$ cat src/rtl/lzw_dict_ctrl.sv
// lzw_dict_ctrl
//   Sequences one LZW dictionary lookup/insert at a time across the hashed
//   main dictionary RAM and the 16-entry conflict table (CT). A request key
//   {prefix_code, char} is hashed, the RAM slot is read and the CT probed in
//   parallel. A hit returns the stored code. A miss allocates the next free
//   code into the RAM slot, or into the CT if the slot is taken.
//
//   Transaction timing: accept on edge T (IDLE), RD, CMP, RESP. rsp_valid is
//   high for the single RESP cycle and the next accept can happen on the edge
//   that leaves RESP.
//
// Ports
//   clk, rst                 clock, synchronous active-low reset
//   req_valid/req_ready/     request handshake (ready only in IDLE) and key
//   req_key
//   rsp_valid/rsp_status/    one-cycle response: 00 HIT, 01 INSERTED,
//   rsp_code                 10 DICT_FULL, 11 OVERFLOW; code is 0 for 10/11
//   dict_full                registered next_code > MAX_CODE
//   ram_rd_en/ram_we/        dictionary RAM port, words are {valid,key,code},
//   ram_addr/ram_wdata/      read data valid the cycle after ram_rd_en
//   ram_rdata
//   ct_cs/ct_we/ct_key/      conflict table port; ct_match/ct_map_out are
//   ct_hash/ct_map/          combinational on ct_key, ct_full when all 16
//   ct_match/ct_map_out/     entries are used
//   ct_full
module lzw_dict_ctrl #(
  parameter int KEY_WIDTH  = 20,
  parameter int HASH_WIDTH = 12,
  parameter int CODE_WIDTH = 12,
  parameter int FIRST_CODE = 256,
  parameter int MAX_CODE   = 4095
) (
  input  logic                                clk,
  input  logic                                rst,
  input  logic                                req_valid,
  output logic                                req_ready,
  input  logic [KEY_WIDTH-1:0]                req_key,
  output logic                                rsp_valid,
  output logic [1:0]                          rsp_status,
  output logic [CODE_WIDTH-1:0]               rsp_code,
  output logic                                dict_full,
  output logic                                ram_rd_en,
  output logic                                ram_we,
  output logic [HASH_WIDTH-1:0]               ram_addr,
  output logic [KEY_WIDTH+CODE_WIDTH:0]       ram_wdata,
  input  logic [KEY_WIDTH+CODE_WIDTH:0]       ram_rdata,
  output logic                                ct_cs,
  output logic                                ct_we,
  output logic [KEY_WIDTH-1:0]                ct_key,
  output logic [HASH_WIDTH-1:0]               ct_hash,
  output logic [CODE_WIDTH-1:0]               ct_map,
  input  logic                                ct_match,
  input  logic [CODE_WIDTH-1:0]               ct_map_out,
  input  logic                                ct_full
);

  localparam int RAM_W = 1 + KEY_WIDTH + CODE_WIDTH;
  // One extra bit so next_code can sit at MAX_CODE+1 once the dictionary is full.
  localparam int NC_W  = CODE_WIDTH + 1;
  localparam logic [NC_W-1:0] NC_FIRST = NC_W'(FIRST_CODE);
  localparam logic [NC_W-1:0] NC_MAX   = NC_W'(MAX_CODE);
  localparam logic [NC_W-1:0] NC_SAT   = NC_W'(MAX_CODE + 1);

  typedef enum logic [1:0] {IDLE, RD, CMP, RESP} state_t;
  typedef enum logic [1:0] {
    ST_HIT       = 2'b00,
    ST_INSERTED  = 2'b01,
    ST_DICT_FULL = 2'b10,
    ST_OVERFLOW  = 2'b11
  } status_t;
  typedef enum logic [1:0] {WR_NONE, WR_RAM, WR_CT} wr_t;

  state_t                  state, state_nxt;
  logic [KEY_WIDTH-1:0]    key_q;
  logic [HASH_WIDTH-1:0]   hash_q;
  logic [NC_W-1:0]         next_code, next_code_nxt;
  status_t                 status_q, out_status;
  logic [CODE_WIDTH-1:0]   code_q, out_code;
  wr_t                     wr_q, out_wr;
  logic                    dict_full_q;

  logic                    ram_valid;
  logic [KEY_WIDTH-1:0]    ram_key;
  logic [CODE_WIDTH-1:0]   ram_code;

  // Upper key bits are folded onto the low bits shifted left by 4.
  function automatic logic [HASH_WIDTH-1:0] key_hash(input logic [KEY_WIDTH-1:0] k);
    logic [HASH_WIDTH-1:0] hi;
    hi = HASH_WIDTH'(k >> HASH_WIDTH);
    return k[HASH_WIDTH-1:0] ^ (hi << 4);
  endfunction

  assign ram_valid = ram_rdata[RAM_W-1];
  assign ram_key   = ram_rdata[RAM_W-2 -: KEY_WIDTH];
  assign ram_code  = ram_rdata[CODE_WIDTH-1:0];

  // Address/data outputs come straight from registers that only change at
  // accept (key/hash) or at the end of CMP (code), so they hold their last
  // value whenever the block is idle.
  assign ram_addr   = hash_q;
  assign ram_wdata  = {1'b1, key_q, code_q};
  assign ct_key     = key_q;
  assign ct_hash    = hash_q;
  assign ct_map     = code_q;
  assign rsp_status = status_q;
  assign rsp_code   = code_q;
  assign dict_full  = dict_full_q;

  always_ff @(posedge clk) begin
    if (!rst) state <= IDLE;
    else      state <= state_nxt;
  end

  always_comb begin
    state_nxt = state;
    req_ready = 1'b0;
    rsp_valid = 1'b0;
    ram_rd_en = 1'b0;
    ram_we    = 1'b0;
    ct_cs     = 1'b0;
    ct_we     = 1'b0;
    case (state)
      IDLE: begin
        req_ready = 1'b1;
        if (req_valid) state_nxt = RD;
      end
      RD: begin
        ram_rd_en = 1'b1;
        state_nxt = CMP;
      end
      CMP: begin
        ct_cs     = 1'b1;
        state_nxt = RESP;
      end
      RESP: begin
        rsp_valid = 1'b1;
        if (wr_q == WR_RAM) ram_we = 1'b1;
        if (wr_q == WR_CT) begin
          ct_cs = 1'b1;
          ct_we = 1'b1;
        end
        state_nxt = IDLE;
      end
      default: state_nxt = IDLE;
    endcase
  end

  // Outcome of a lookup, evaluated on the RAM read data and CT probe that are
  // valid during CMP. Key 0 never goes to the CT since the CT cannot match it.
  always_comb begin
    out_status = ST_OVERFLOW;
    out_code   = '0;
    out_wr     = WR_NONE;
    if (ram_valid && ram_key == key_q) begin
      out_status = ST_HIT;
      out_code   = ram_code;
    end else if (ct_match) begin
      out_status = ST_HIT;
      out_code   = ct_map_out;
    end else if (next_code > NC_MAX) begin
      out_status = ST_DICT_FULL;
    end else if (!ram_valid) begin
      out_status = ST_INSERTED;
      out_code   = next_code[CODE_WIDTH-1:0];
      out_wr     = WR_RAM;
    end else if (key_q != '0 && !ct_full) begin
      out_status = ST_INSERTED;
      out_code   = next_code[CODE_WIDTH-1:0];
      out_wr     = WR_CT;
    end
  end

  always_comb begin
    next_code_nxt = next_code;
    if (state == RESP && status_q == ST_INSERTED && next_code < NC_SAT)
      next_code_nxt = next_code + NC_W'(1);
  end

  always_ff @(posedge clk) begin
    if (!rst) begin
      key_q       <= '0;
      hash_q      <= '0;
      next_code   <= NC_FIRST;
      status_q    <= ST_HIT;
      code_q      <= '0;
      wr_q        <= WR_NONE;
      dict_full_q <= 1'b0;
    end else begin
      if (state == IDLE && req_valid) begin
        key_q  <= req_key;
        hash_q <= key_hash(req_key);
      end
      if (state == CMP) begin
        status_q <= out_status;
        code_q   <= out_code;
        wr_q     <= out_wr;
      end
      next_code   <= next_code_nxt;
      dict_full_q <= (next_code_nxt > NC_MAX);
    end
  end

endmodule

$ cat config.mk
export PLATFORM = sky130hd
export DESIGN_NAME = lzw_dict_ctrl
export DESIGN_NICKNAME = d
export VERILOG_FILES = /design/src/rtl/lzw_dict_ctrl.sv
export SDC_FILE = /design/constraint.sdc
export NUM_CORES = 1
export LEC_CHECK = 0
export CORE_UTILIZATION = 40
export DETAILED_ROUTE_END_ITERATION = 6
export PLACE_DENSITY = 0.83
export SYNTH_ARGS = -nofsm -noshare
export SYNTH_HDL_FRONTEND = slang
export SYNTH_SLANG_ARGS = --single-unit
$ cat constraint.sdc
create_clock -name clk -period 2.3 [get_ports clk]
set_input_delay 0.46 -clock clk [delete_from_list [all_inputs] [get_ports clk]]
set_output_delay 0.46 -clock clk [all_outputs]
set_load 0.01 [all_outputs]
**Word-level counts from Yosys, hierarchy flattened**

Cells that the tools add are included.

- Logic and storage cells: 55
- Bits in registers: 64
- Input bits: 70
- Output and inout bits: 110

- $lt $le $gt $ge: 3
- $add $sub $neg: 1
- Mux-type cells: 26
- Reduce and logical (&&, ||, !) cells: 8
- Equality and inequality tests: 8
- Bitwise gates (word level): 1

Operators by type and width:

| cell | number |
|---|---|
| $mux 12 | 5 |
| $gt 13x12->1 const B | 2 |
| $mux 2 | 11 |
| $eq 20x20->1 | 1 |
| $reduce_bool 20->1 | 1 |
| $add 13x1->13 const B | 1 |
| $lt 13x13->1 const B | 1 |
| $mux 13 | 1 |
| $xor 12x12->12 | 1 |
| $pmux 2 s4 | 1 |
| $mux 1 | 7 |
| $eq 2x1->1 const B | 3 |
| $eq 2x2->1 const B | 3 |
| $logic_and 1x1->1 | 5 |
| $logic_not 2->1 | 1 |
| $ne 2x2->1 const B | 1 |
| $pmux 1 s2 | 1 |
| $logic_not 1->1 | 1 |

**Longest topological paths before layout**

- Word-level depth: 7
- Mapped depth: 8
- Depth with buffers taken out: 7

**Worst setup path after synthesis**

Ideal clock, no wire load.

- Kind: register to register
- From: register state[0]
- To: register next_code[9]
- Clock period less this slack: 1.814 ns
- Cell stages (with the launch flop): 9
- Path slack: 0.486 ns
- Buffers on the path: 1
- Arrival time: 1.699 ns
- Required time: 2.185 ns
- Library setup time: 0.115 ns
- Path through: dfxtp_1 -> ha_1 -> nor4bb_1 -> clkbuf_2 -> nand3_1 -> nor2_1 -> nand4_1 -> xnor2_1 -> and2_1

- Longest elaborated chain between the ends: 4

Ends and longest elaborated chain:

| item | RTL line | RTL |
|---|---|---|
| start: declaration | 73 | `state_t state, state_nxt;` |
| start signal: assignment | 111 | `else state <= state_nxt;` |
| $eq 2x2->1 | 175 | `if (state == RESP && status_q == ST_INSERTED && next_code < NC_SAT)` |
| $logic_and 1x1->1 (2 in a row) | 175 |  |
| $mux 13 | 175 |  |
| end signal: assignment | 198 | `next_code <= next_code_nxt;` |
| end: declaration | 76 | `logic [NC_W-1:0] next_code, next_code_nxt;` |

No other way between the ends.
A chain may end at the register's enable or synchronous reset.

**Final worst setup path**

- From: register state[0]
- To: output ct_we

- Longest elaborated chain between the ends: 2

Ends and longest elaborated chain:

| item | RTL line | RTL |
|---|---|---|
| $eq 2x2->1 | 122 | `case (state)` |
| $mux 1 | 122 |  |
| end: declaration | 48 | `output logic ct_we,` |

No other way between the ends.

==> impl_results.md <==
- Half-perimeter wire length after placement: 8030 microns
- Worst-case vdd ir drop: 0.683 mV
- DRC violations left: 0
- Rows: 33
- Type of the most critical hold path: flip-flop to flip-flop
- Final critical-path share of the clock period: 95.3%
- Clock-pin transition on the worst setup and hold timing paths: 0.07 ns
- Max Fanout on Critical Path: 4
- Worst setup EP type: primary output
- Final RePlAce weighted congestion: 0.849
- Most numerous cell types in the synthesized netlist: sky130_fd_sc_hd__buf_4 (61), sky130_fd_sc_hd__dfxtp_1 (60), sky130_fd_sc_hd__nand2_1 (59), sky130_fd_sc_hd__xnor2_1 (25), sky130_fd_sc_hd__a21boi_0 (22)
- Cell with the most instances after synthesis: sky130_fd_sc_hd__buf_4
- Die width: 95.5 microns
- Final antenna-violating net count: 0
- CTS Buf Count: 9
- Global route total overflow: 0
- Clk sinks: 60
- Mean instance size in the synthesized netlist: 8.68 sq um
- Bufs on Longest Clock Path: 2
- Share of layout cells above drive strength 1: 8.94%
- Postcts setup bufs: 0
- Sequential element share of the synthesized area: 34.3%
- Skew-Pair Late Insertion Delay: 0.34 ns
- TritonCTS clock tree: done
- Leakage component of the power: 2.00 nW
- Setup-violating endpoint count in the final report: 0
- Worst clock skew on the final layout: 0.00879 ns
- Number of failing hold endpoints at the final stage: 0
- Wire length of the first global-routing pass: 15300 microns
- Routed wire length: 10300 microns
- Largest net degree at the start of global routing: 47
- Quantity of hold-fixing buffers added after cts: 0
- Hold_sp: wr_q[0]
- Post-synth design cell area: 0.00350 sq mm
- Synthesized netlist net count: 478
- Sum of met2 wire segment lengths after detailed routing: 5280 microns
- Length in cells of the worst reg-to-reg path: 6
- Largest cells by area after synthesis: sky130_fd_sc_hd__dfxtp_1 (34%), sky130_fd_sc_hd__buf_4 (13%), sky130_fd_sc_hd__nand2_1 (6.3%)
- Synth warnings: 0
- Quantity of I/O buffers inserted on ports: 178
- Antenna cells: 0
- Starting Density: 42.0%
- H-tree levels: 3
- Count of fill cells added during filler insertion: 737
- Layout area overhead: 48.0%
- Vias per cell: 5.05
- Number of DRC violations after detailed-routing iteration 0: 107
- Synth cell types: 48
- Worst hold path depth: 2
- RSZ-0062 raised after global routing: false
- Critical Path Start: state[0]
- Min Tclk post-route: 2.19 ns
- Nets@finish: 596
- Slew Limit Headroom: 40.2%
- Core region area: 0.00834 sq mm
- Share of the core filled with cells in the final layout: 62.1%
- Start-to-end type of the worst setup path: flip-flop to primary output
- Max-cap check violation count: 0
- Standard cell area after detailed placement: 0.00495 sq mm
- Yosys top cell area share: 34.3%
- Total non-filler cell area in the finished layout: 0.00518 sq mm
- Number of top-level pins: 180
- Tot GR Track Use: 22.0%
- Arrival time of the worst setup path: 1.73 ns
- Overall via count from detail_route: 3189
- Result of the run: finished, final reports clean
- Number of antenna violations at the first check in global routing: 0
- FFs w/ async S/R, synth: 0%
- Worst endpoint required time: 1.84 ns
- Nature of the critical path startpoint: flip-flop
- Routed wire per std cell: 16.4 microns
- Library cell with the largest summed area after synthesis: sky130_fd_sc_hd__dfxtp_1
- Top achievable clock speed: 0.456 GHz
- Number of global-route vias before repair: 2992
- Primary FF master, synth: sky130_fd_sc_hd__dfxtp_1
- Source of the worst register-to-register timing path: ct_key[16]
- Worst-margin pin slew: 0.897 ns
- Post-Synthesis Cells: 403
- Total power divided by cell area: 952 mW/mm^2
- Cell chosen for the clock root: sky130_fd_sc_hd__clkbuf_8
- Total routed wire length on the met1 layer: 4440 microns
- Die area: 0.00913 sq mm
- Number of enable-type register cells in the synthesized netlist: 0
- Routed length on met3: 444 microns
- PostCTS Resize Cnt: 3
- Final max-slew violation count: 0
- Worst hold slack: 0.507 ns
- Uppermost layer routed: met4
- Register bit total from synthesis: 60
- Die Y-Extent: 95.5 microns
- Count of TritonRoute iterations in the first routing pass: 4
worst max-delay path: stages, from the launching register on:
cell	delay (ns)
sky130_fd_sc_hd__dfxtp_1	0.40
sky130_fd_sc_hd__ha_2	0.27
sky130_fd_sc_hd__and3b_1	0.20
sky130_fd_sc_hd__clkdlybuf4s50_1	0.54
final timing paths:
check                            endpoint  slack (ns)
worst min register to register    wr_q[0]        0.51
worst min-delay path              wr_q[0]        0.51
worst max register to register  ct_map[3]        0.23
worst max-delay path                ct_we        0.11
layer usage:
layer | GRT usage [%] | vias up
li1 | - | 1548
met5 | 0 | -
met2 | 36.7 | 88
met3 | 3.27 | 15
met1 | 29.0 | 1538
met4 | 7.09 | 0
state kept, by name (all words and copies together) (netlist names):
register,cells
ct_hash,8
ct_key,20
ct_map,12
dict_full,1
next_code,13
rsp_status,2
state,2
wr_q,2
kinds of logic after synthesis:
kind of cell             Yosys count  synth area share [%]
other                              1                 0.107
XOR/XNOR                          33                  8.26
AO/OA/AOI/OAI                     79                  18.7
AND/OR/NAND/NOR                  122                  18.2
adder cells (fa/ha/maj)            5                  1.79
buffers and inverters            101                  18.1
multiplexers                       2                 0.572
flip-flops                        60                  34.3
report_power, final:
group / internal, mW / switching (mW)
Combinational: 1.31 / 1.00
Sequential: 1.26 / 0.283
Clock: 0.615 / 0.454
stage by stage:
stage	power, mW	worst slack (ns)	setup TNS (ns)	instances
global placement	3.83	-0.138	-1.22	615
finish	4.93	0.107	0	631
global route	5.19	0.0152	0	631
floorplan	2.86	0.486	0	403
detailed placement	3.89	-0.237	-2.22	615
CTS	4.96	0.118	0	631
cell usage in the layout (no fill, tap or decap), types with 6 or more instances in the layout:
master / count
sky130_fd_sc_hd__clkdlybuf4s50_1: 176
sky130_fd_sc_hd__dfxtp_1: 60
sky130_fd_sc_hd__nand2_1: 59
sky130_fd_sc_hd__xnor2_1: 25
sky130_fd_sc_hd__a21boi_0: 22
sky130_fd_sc_hd__inv_1: 21
sky130_fd_sc_hd__o21ai_0: 14
sky130_fd_sc_hd__a22oi_1: 12
sky130_fd_sc_hd__and2_1: 11
sky130_fd_sc_hd__a221oi_2: 10
sky130_fd_sc_hd__clkbuf_8: 9
sky130_fd_sc_hd__xor2_1: 8
sky130_fd_sc_hd__o211a_1: 8
sky130_fd_sc_hd__nand4_1: 7
sky130_fd_sc_hd__nand3_1: 7
sky130_fd_sc_hd__buf_4: 7
sky130_fd_sc_hd__nor2_1: 6
sky130_fd_sc_hd__nor4_1: 6
sky130_fd_sc_hd__nor2b_1: 6
layout make-up:
cell class,instances,area [sq um],area share [%]
clock buffer,9,124,2.39
clock inverter,7,100,1.93
inverter,21,78.8,1.52
multi-input combinational,242,1680,32.4
sequential,60,1200,23.2
tap,105,131,2.54
timing repair buffer,187,1870,36.1
No activity file was read; power rests on OpenSTA's default activity.
